$ cat src/rtl/lpm_fifo_dc_usedw_sync.sv
// lpm_fifo_dc_usedw_sync
//   Per-domain pointer and used-word count stage of the LPM dual-clock FIFO.
//   One instance sits in each clock domain. The instance:
//     - owns the local pointer (write side or read side);
//     - publishes that pointer to the other domain in Gray code;
//     - resynchronises the other side's Gray pointer;
//     - derives the used-word count for the flag stage of the same domain.
//
//   Parameters:
//     lpm_widthad  address width W; pointers are W+1 bits wide
//     lpm_mode     "WRITE": local pointer is the write pointer
//                  "READ" : local pointer is the read pointer
//                  any other value behaves as "READ"
//     delay_stages synchroniser depth on remote_gray, 0..4
//                  0 gives a direct pass-through
//                  values outside 0..4 fall back to 2
//
//   Optional build macro LPM_FIFO_DC_USEDW_REG_EN:
//     When defined, usedw/usedw_msb come from an output register that aclr
//     clears. This adds one clock of latency on both the local and the remote
//     path. local_gray and local_addr timing does not change.
//
//   Handshake: none. inc is a single-cycle qualified strobe. It is sampled on
//   every rising edge of clock and has no back-pressure.
module lpm_fifo_dc_usedw_sync #(
    parameter int    lpm_widthad  = 1,
    parameter string lpm_mode     = "READ",
    parameter int    delay_stages = 2
) (
    input  logic                   clock,
    input  logic                   aclr,
    input  logic                   inc,
    input  logic [lpm_widthad:0]   remote_gray,
    output logic [lpm_widthad:0]   local_gray,
    output logic [lpm_widthad-1:0] local_addr,
    output logic [lpm_widthad-1:0] usedw,
    output logic                   usedw_msb
);

    localparam int W = lpm_widthad;

    // Out-of-range synchroniser depths fall back to the common two-flop chain.
    localparam int SYNC_N = ((delay_stages < 0) || (delay_stages > 4)) ? 2 : delay_stages;

    // Anything that is not exactly "WRITE" is treated as the read side.
    localparam bit IS_WRITE = (lpm_mode == "WRITE");

    // A completely full FIFO: count == 2^W. Larger counts are illegal.
    localparam logic [W:0] FULL_CNT = {1'b1, {W{1'b0}}};

    // ------------------------------------------------------------------
    // Local pointer, binary and Gray.
    // ------------------------------------------------------------------
    logic [W:0] ptr_q;
    logic [W:0] ptr_d;
    logic [W:0] gray_q;
    logic [W:0] gray_d;

    // Next local pointer.
    // The published Gray value is encoded from the next binary value, so
    // the binary and Gray registers always move together on the same edge.
    always_comb begin
        ptr_d = ptr_q;
        if (inc) begin
            ptr_d = ptr_q + 1'b1;
        end
        gray_d = ptr_d ^ (ptr_d >> 1);
    end

    // Local pointer registers, cleared immediately by aclr.
    always_ff @(posedge clock or posedge aclr) begin
        if (aclr) begin
            ptr_q  <= '0;
            gray_q <= '0;
        end else begin
            ptr_q  <= ptr_d;
            gray_q <= gray_d;
        end
    end

    assign local_gray = gray_q;
    assign local_addr = ptr_q[W-1:0];

    // ------------------------------------------------------------------
    // Remote pointer resynchronisation.
    // ------------------------------------------------------------------
    logic [W:0] rsync_gray;
    logic [W:0] rsync_bin;

    generate
        if (SYNC_N == 0) begin : g_no_sync
            // Both sides share a clock; no synchroniser is needed.
            assign rsync_gray = remote_gray;
        end else begin : g_sync
            logic [W:0] sync_q [SYNC_N];
            logic [W:0] sync_d [SYNC_N];

            // Shift chain: stage 0 samples the asynchronous Gray input.
            // Each later stage takes the previous stage's value.
            always_comb begin
                sync_d[0] = remote_gray;
                for (int i = 1; i < SYNC_N; i++) begin
                    sync_d[i] = sync_q[i-1];
                end
            end

            // Synchroniser flops, cleared together with the local pointer.
            always_ff @(posedge clock or posedge aclr) begin
                if (aclr) begin
                    for (int i = 0; i < SYNC_N; i++) begin
                        sync_q[i] <= '0;
                    end
                end else begin
                    for (int i = 0; i < SYNC_N; i++) begin
                        sync_q[i] <= sync_d[i];
                    end
                end
            end

            assign rsync_gray = sync_q[SYNC_N-1];
        end
    endgenerate

    // Gray to binary conversion.
    // Binary bit i is the XOR of all Gray bits at positions i and above.
    // Computing each bit as an independent reduction avoids a bit-serial
    // chain inside one process.
    always_comb begin
        rsync_bin = '0;
        for (int i = 0; i <= W; i++) begin
            rsync_bin[i] = ^(rsync_gray >> i);
        end
    end

    // ------------------------------------------------------------------
    // Word count, modulo 2^(W+1).
    // ------------------------------------------------------------------
    logic [W:0] cnt;

    // The write side counts ahead of the read side in both modes.
    always_comb begin
        cnt = '0;
        if (IS_WRITE) begin
            cnt = ptr_q - rsync_bin;
        end else begin
            cnt = rsync_bin - ptr_q;
        end
    end

`ifdef LPM_FIFO_DC_USEDW_REG_EN
    logic [W:0] cnt_q;
    logic [W:0] cnt_d;

    // Registered count.
    // The flag stage sees a flop output rather than the subtractor output.
    always_comb begin
        cnt_d = cnt;
    end

    // Output count register, cleared by aclr.
    always_ff @(posedge clock or posedge aclr) begin
        if (aclr) begin
            cnt_q <= '0;
        end else begin
            cnt_q <= cnt_d;
        end
    end

    assign usedw     = cnt_q[W-1:0];
    assign usedw_msb = cnt_q[W];
`else
    assign usedw     = cnt[W-1:0];
    assign usedw_msb = cnt[W];
`endif

    // ------------------------------------------------------------------
    // Simulation-only sanity check.
    // ------------------------------------------------------------------

    // A count above 2^W means the pointers have crossed.
    // This can only happen if the overflow/underflow qualification upstream
    // failed. The outputs still carry the raw modular value in that case.
    a_usedw_overflow : assert property (@(posedge clock) disable iff (aclr) cnt <= FULL_CNT)
        else $error("Error! usedw overflow");

endmodule
$ cat config.mk
export PLATFORM = sky130hd
export DESIGN_NAME = lpm_fifo_dc_usedw_sync
export DESIGN_NICKNAME = d
export VERILOG_FILES = /design/src/rtl/lpm_fifo_dc_usedw_sync.sv
export SDC_FILE = /design/constraint.sdc
export NUM_CORES = 1
export LEC_CHECK = 0
export ABC_AREA = 1
export BUFFER_PORTS_ARGS = -buffer_cell sky130_fd_sc_hd__buf_2
export CAP_MARGIN = 20
export CORE_AREA = 2 2 39 41
export CTS_CLUSTER_SIZE = 30
export DETAILED_ROUTE_END_ITERATION = 12
export DIE_AREA = 0 0 41 43
export PLACE_DENSITY = 0.43
export SLEW_MARGIN = 20
export SYNTH_ARGS = -nofsm -noshare
export SYNTH_HDL_FRONTEND = slang
export SYNTH_SLANG_ARGS = --single-unit
$ cat constraint.sdc
create_clock -name clock -period 0.8 [get_ports clock]
set_input_delay 0.08 -clock clock [delete_from_list [all_inputs] [get_ports clock]]
set_output_delay 0.08 -clock clock [all_outputs]
set_load 0.005 [all_outputs]
==> run summary, run 1 <==
Detailed Routing Iterations Pass 1: 2
Least-Margin Pin Slew: 247 ps
Die width: 41 microns
Root buffer selected by CTS: sky130_fd_sc_hd__clkbuf_4
Achievable clock frequency: 0.775 GHz
Floorplan core area: 1380 sq um
GRT Resource Usage Total: 6.49%
Clock buffer depth: 2
Total length of routed wires: 417 microns
HPWL reported at the end of detailed placement: 331 microns
Summed instance area of the synthesized netlist: 274 sq um
Number of nets still failing antenna checks after routing: 0
Yosys warnings: 0
Cell type group with the largest total delay on the critical path: flip-flops
Die height: 43 microns
Unrepaired setup endpoints after global routing: true
Average cell area after synthesis: 10.5 sq um
Number of sinks driven by the clock tree: 7
Number of top-level design ports: 10
Result of the run: finished with violations
Pin count of the biggest net entering global routing: 8
Residual overflow from global routing: 0
VDD IR max: 0.786 mV
Kind of launch point of the worst setup path: flop
Vias/cell: 3.54
TritonCTS clock tree: built
Syn nets: 32
Number of buffers inserted by port buffering: 9
Total area of multi-input combinational cells: 93.8 sq um
Sum of negative setup slack: -1240 ps
Yosys cell types: 10
Minimum setup slack in the final design: -491 ps
Area growth, synth to finish: 63.9%
Top FF cell, synth: sky130_fd_sc_hd__dfrtp_1
Final nets: 52
Slowest library cell on the worst path: sky130_fd_sc_hd__dfrtp_1
Register bit count reported by yosys: 7
Post-Place Worst Slack: -256 ps
Final worst hold slack: 119 ps
Part of the cycle the worst path needs: 161%
Required time reported for the critical path endpoint: 720 ps
Final Instance Area: 449 sq um
Worst slew margin: 83.5%
Leakage Power: 0.000238 uW
Most used standard cell by instance count after synthesis: sky130_fd_sc_hd__dfrtp_1
Worst EP arrival: 1210 ps
Full die area: 1760 sq um
Violated checks: negative setup slack
Count of vias placed by the detailed router: 216
Clock latency at the later pin of the worst-skew pair: 240 ps
Iteration-0 DRC count of the detailed router: 1
Global-route wire length before repair: 710 microns
Starting utilization of the core area: 19.8%
Worst-path clk slew: 50 ps
Cell type with the largest total area after synthesis: sky130_fd_sc_hd__dfrtp_1
Wire length per cell: 6.84 microns
Total clock buffers created by CTS: 3
Number of max-cap violations: 0
Cell types with the highest counts after synthesis: sky130_fd_sc_hd__dfrtp_1 (7), sky130_fd_sc_hd__nand2_1 (6), sky130_fd_sc_hd__inv_1 (5)
Critical Path End Type: primary output
Largest cells by area after synthesis: sky130_fd_sc_hd__dfrtp_1 (64%), sky130_fd_sc_hd__nand2_1 (8.2%), sky130_fd_sc_hd__inv_1 (6.8%), sky130_fd_sc_hd__xor2_1 (6.4%), sky130_fd_sc_hd__ha_1 (4.6%)
Worst setup path class: flop to primary output
Routability Congestion: 0.679
Final worst clock skew: 0.122 ps
Number of instances in the placed design: 54
Post-route non-filler standard cell count: 61
Path type of the worst min-delay path: input pin to flop
Setup Viol. Count Final: 6
Diode count: 0
Via count of the first global-routing pass: 198
Initial antenna violation count: 0
Ordered list of cells on the worst path: xnor2_1 -> ha_2 -> nand3_1 -> nand2_1 -> buf_2
Filler Cells Inserted: 145
Layout cell share with drive strength beyond 1: 48.9%
Rows: 14
Share of flip-flops with an asynchronous set or reset after synthesis: 100%
Register cell area after layout: 175 sq um
EDFF count, synth: 0
Slew Viols, Final: 0
Number of H-tree levels: 1
Power density over cell area: 2610 nW/um^2
Critical path peak fanout: 2
CP max stage delay: 380 ps
Final min period: 1290 ps
Count of mapped cells out of synthesis: 26
Number of remaining DRC errors: 0
Sequential share of the synthesized area: 63.9%
Synth top area share: 63.9%
Number of endpoints with negative hold slack in the final report: 0
Placement-stage cell area: 362 sq um
Crit path buf inv count: 1
worst min-delay path: stages:
cell,delay [ps]
sky130_fd_sc_hd__buf_2,140
sky130_fd_sc_hd__nor2_4,60
sky130_fd_sc_hd__nor2_2,60
registers in the layout (all words and copies together) (netlist names):
name           flops
g_sync.sync_d      2
local_gray         2
rsync_gray         2
ptr_q              1
logic make-up (layout without fill, tap and decap cells):
logic type	Yosys count	in the layout	share of synthesized area, %
xor gates and xnor gates	3	3	9.59
DFF	7	7	63.9
and+or+nand+nor	9	9	13.7
buffers and inverters	6	25	8.22
adders and majority gates	1	1	4.57
where the power goes:
| group | internal, uW | switching, uW |
|---|---|---|
| logic | 224 | 178 |
| clock network | 190 | 119 |
| registers | 425 | 37.7 |
| total | 838 | 334 |
area by class of cell:
| type | count | area share, % |
|---|---|---|
| repair buffers | 15 | 24.8 |
| inverters | 6 | 5.01 |
| flip-flops and latches | 7 | 39.0 |
| clock buffers | 4 | 5.85 |
| multi-input cells | 13 | 20.9 |
| well taps | 16 | 4.46 |
layout by cell type (no fill, tap or decap):
master and n:
sky130_fd_sc_hd__buf_2 8, sky130_fd_sc_hd__buf_4 1, sky130_fd_sc_hd__buf_6 3, sky130_fd_sc_hd__clkbuf_1 1
sky130_fd_sc_hd__clkbuf_4 3, sky130_fd_sc_hd__dfrtp_1 7, sky130_fd_sc_hd__dlygate4sd3_1 3, sky130_fd_sc_hd__ha_2 1
sky130_fd_sc_hd__inv_1 3, sky130_fd_sc_hd__inv_2 3, sky130_fd_sc_hd__nand2_1 5, sky130_fd_sc_hd__nand2_4 1
sky130_fd_sc_hd__nand3_1 1, sky130_fd_sc_hd__nor2_2 1, sky130_fd_sc_hd__nor2_4 1, sky130_fd_sc_hd__xnor2_1 1
sky130_fd_sc_hd__xor2_1 2
layer usage:
layer	wire length, microns	share of wire [%]	vias to the layer above	GRT usage [%]
met2	196	47	9	9.06
li1	-	-	114	-
met4	10	2.4	0	6.00
met1	175	42	91	6.64
met5	0	0	-	0
met3	34	8.2	2	3.14
path summary, 6_finish.rpt:
kind,startpoint,to,slack [ps],cells past startpoint
max,rsync_gray[1],usedw_msb,-490,5
min,inc,ptr_q[0],120,3
max reg2reg,ptr_q[0],local_gray[0],-40,3
min reg2reg,g_sync.sync_d[0],rsync_gray[0],340,0
max in group asynchronous,aclr,rsync_gray[0],310,3
min in group asynchronous,aclr,ptr_q[0],290,3
through the flow:
step | power (uW) | utilization, %
2_1_floorplan | 632 | -
5_1_grt | 1270 | 32.5
3_3_place_gp | 805 | 26.1
4_1_cts | 1180 | 31.9
6_report | 1170 | 32.5
3_5_place_dp | 805 | 26.1
timing repair:
action,in CTS,in global routing
setup endpoints to repair,8,8
cloned,0,0
endpoints found under the hold margin,9,0
pin swaps,2,1
buffers inserted,1,0
hold buffers,3,0
resized for setup,6,4
Note: power is estimated with default switching activity, not from simulation.
==> run 2: changes to the inputs <==
--- a/config.mk
+++ b/config.mk
@@ -8,11 +8,13 @@
 export ABC_AREA = 1
 export BUFFER_PORTS_ARGS = -buffer_cell sky130_fd_sc_hd__buf_2
 export CAP_MARGIN = 20
+export CELL_PAD_IN_SITES_DETAIL_PLACEMENT = 0
+export CELL_PAD_IN_SITES_GLOBAL_PLACEMENT = 1
 export CORE_AREA = 2 2 39 41
 export CTS_CLUSTER_SIZE = 30
 export DETAILED_ROUTE_END_ITERATION = 12
 export DIE_AREA = 0 0 41 43
-export PLACE_DENSITY = 0.43
+export PLACE_DENSITY = 0.53
 export SLEW_MARGIN = 20
 export SYNTH_ARGS = -nofsm -noshare
 export SYNTH_HDL_FRONTEND = slang
==> run 2 against run 1 <==
Effect of this change: the run still ends with negative setup slack left; clock power hardly changed; core utilization is 1.3 points higher; clock skew hardly changed; sequential share of layout area is 1.5 points lower; critical endpoint unchanged; largest cell class unchanged; highest routed layer is now met3.
==> run summary, run 2 (synthesized netlist as in run 1, its figures left out) <==
Result of the run: finished with violations
Violated checks: negative setup slack
Unrepaired setup endpoints after global routing: true
Critical path peak fanout: 2 (unchanged)
Path type of the worst min-delay path: input pin to flop
Number of cells traversed by the worst register-to-register path: 4 (+1)
Final worst clock skew: 0.0883 ps (-0.0338 ps)
Clock latency at the later pin of the worst-skew pair: 240 ps (about the same)
Leakage Power: 0.000250 uW (+4.8%)
Number of nets still failing antenna checks after routing: 0 (unchanged)
Required time reported for the critical path endpoint: 720 ps (about the same)
Vias/cell: 3.73 (+5.2%)
Diode count: 0 (unchanged)
Ordered list of cells on the worst path: xnor2_2 -> ha_2 -> inv_2 -> nand2_2 -> nand2_1 -> buf_2
Floorplan core area: 1380 sq um (unchanged)
Worst hold path endpoint: local_gray[1]
Clock buffer depth: 2 (unchanged)
Die height: 43 microns (unchanged)
Least-Margin Pin Slew: 252 ps (+4.19 ps)
Pin count of the biggest net entering global routing: 8 (unchanged)
VDD IR max: 0.729 mV (-7.2%)
Residual overflow from global routing: 0 (unchanged)
Number of endpoints with negative hold slack in the final report: 0 (unchanged)
Initial antenna violation count: 0 (unchanged)
Layout cell share with drive strength beyond 1: 52.2% (+3.3 points)
Final nets: 53 (+1.9%)
Minimum setup slack in the final design: -510 ps (-19.0 ps)
Number of top-level design ports: 10 (unchanged)
Number of remaining DRC errors: 0 (unchanged)
Sum of negative setup slack: -1720 ps (-478 ps)
Root buffer selected by CTS: sky130_fd_sc_hd__clkbuf_4
Worst EP arrival: 1230 ps (+20 ps)
Routability Congestion: 0.674 (-0.80%)
Number of buffers inserted by port buffering: 9 (unchanged)
Slew Viols, Final: 0 (unchanged)
Iteration-0 DRC count of the detailed router: 1 (unchanged)
Starting utilization of the core area: 19.8% (unchanged)
Hold Crit Start: inc
Critical Path End Type: primary output
Worst slew margin: 83.2% (-0.28 points)
Number of max-cap violations: 0 (unchanged)
Total clock buffers created by CTS: 3 (unchanged)
Rows: 14 (unchanged)
Area growth, synth to finish: 70.3%
Number of H-tree levels: 1 (unchanged)
Setup Viol. Count Final: 7 (+1)
Final worst hold slack: 128 ps (+9.26 ps)
Via count of the first global-routing pass: 236 (+19%)
Crit path buf inv count: 2 (+1)
Cell type group with the largest total delay on the critical path: flip-flops
Achievable clock frequency: 0.764 GHz (-1.4%)
GRT Resource Usage Total: 7.32% (+0.83 points)
Detailed Routing Iterations Pass 1: 2 (unchanged)
Kind of launch point of the worst setup path: flop
Reg-to-Reg End: local_gray[0]
Slowest library cell on the worst path: sky130_fd_sc_hd__dfrtp_1
Full die area: 1760 sq um (unchanged)
Total length of routed wires: 504 microns (+21%)
FF-to-FF setup slack: -140 ps (-100 ps)
Final min period: 1310 ps (+19.0 ps)
Power density over cell area: 2580 nW/um^2 (-1.2%)
Hold path depth: 3 (unchanged)
Most frequent cells in the layout: sky130_fd_sc_hd__dfrtp_1 (7), sky130_fd_sc_hd__buf_2 (7), sky130_fd_sc_hd__nand2_1 (4)
CP max stage delay: 390 ps (about the same)
Global-route wire length before repair: 814 microns (+15%)
HPWL reported at the end of detailed placement: 383 microns (+16%)
Worst-path clk slew: 50 ps (about the same)
Worst setup path class: flop to primary output
Count of vias placed by the detailed router: 231 (+6.9%)
Wire length per cell: 8.13 microns (+19%)
Number of sinks driven by the clock tree: 7 (unchanged)
Crit Reg-Reg Startpoint: ptr_q[0]
Power Total: 1200 uW (+2.7%)
Part of the cycle the worst path needs: 164% (+2.4 points)
Post-Place Worst Slack: -250 ps (+6.43 ps)
TritonCTS clock tree: built
Die width: 41 microns (unchanged)
==> run 2: cell types whose count changed in the layout (fill, tap and decap cells not counted), sizes merged <==
cell and change:
buf +1
==> run 2: timing repair <==
item,CTS,global route
pin swaps,1,5
setup endpoints to repair,8,8
gates resized for setup,5,6
hold buffers,3,0
endpoints found under the hold margin,9,0
setup buffers,0,1
==> run 2: area by class of cell <==
type	instances	area (sq um)
Fill cell	143	917
Sequential cell	7	175
Timing Repair Buffer	16	121
Multi-Input combinational cell	13	101
Clock buffer	4	26.3
Inverter	6	22.5
Tap cell	16	20.0
==> run 2: worst max path at each step <==
stage	startpoint	endpoint	cells past startpoint
floorplan	rsync_gray[1]	usedw_msb	4
global placement	rsync_gray[1]	usedw_msb	6
detailed placement	rsync_gray[1]	usedw_msb	6
CTS	rsync_gray[1]	usedw_msb	6
global route	rsync_gray[0]	usedw_msb	6
finish	rsync_gray[0]	usedw_msb	6
==> run 2: report_power, final <==
part	internal, uW	total [uW]	switching, uW
clock	190	308	118
sequential	425	466	41.0
combinational	239	431	192
total	854	1200	351
==> run 2: worst register-to-register path: stages, from the launching register on <==
cell and delay (ps):
sky130_fd_sc_hd__dfrtp_1 390, sky130_fd_sc_hd__buf_4 140, sky130_fd_sc_hd__buf_6 120, sky130_fd_sc_hd__nor2_4 90, sky130_fd_sc_hd__xor2_1 130
==> run 2: per-stage QoR <==
| step | cells | area, sq um | util [%] |
|---|---|---|---|
| 4_1_cts | 61 | 440 | 31.8 |
| 3_5_place_dp | 54 | 362 | 26.1 |
| 6_report | 62 | 467 | 33.7 |
| 2_1_floorplan | 26 | 274 | - |
| 5_1_grt | 62 | 467 | 33.7 |
| 3_3_place_gp | 54 | 362 | 26.1 |
==> run 2: metal layers <==
layer / vias up / wire [microns] / GRT usage [%]
met1: 107 / 195 / 7.69
met5: - / 0 / 0
met4: 0 / 0 / 8.00
met3: 0 / 30 / 1.57
met2: 8 / 279 / 10.6
li1: 116 / - / -
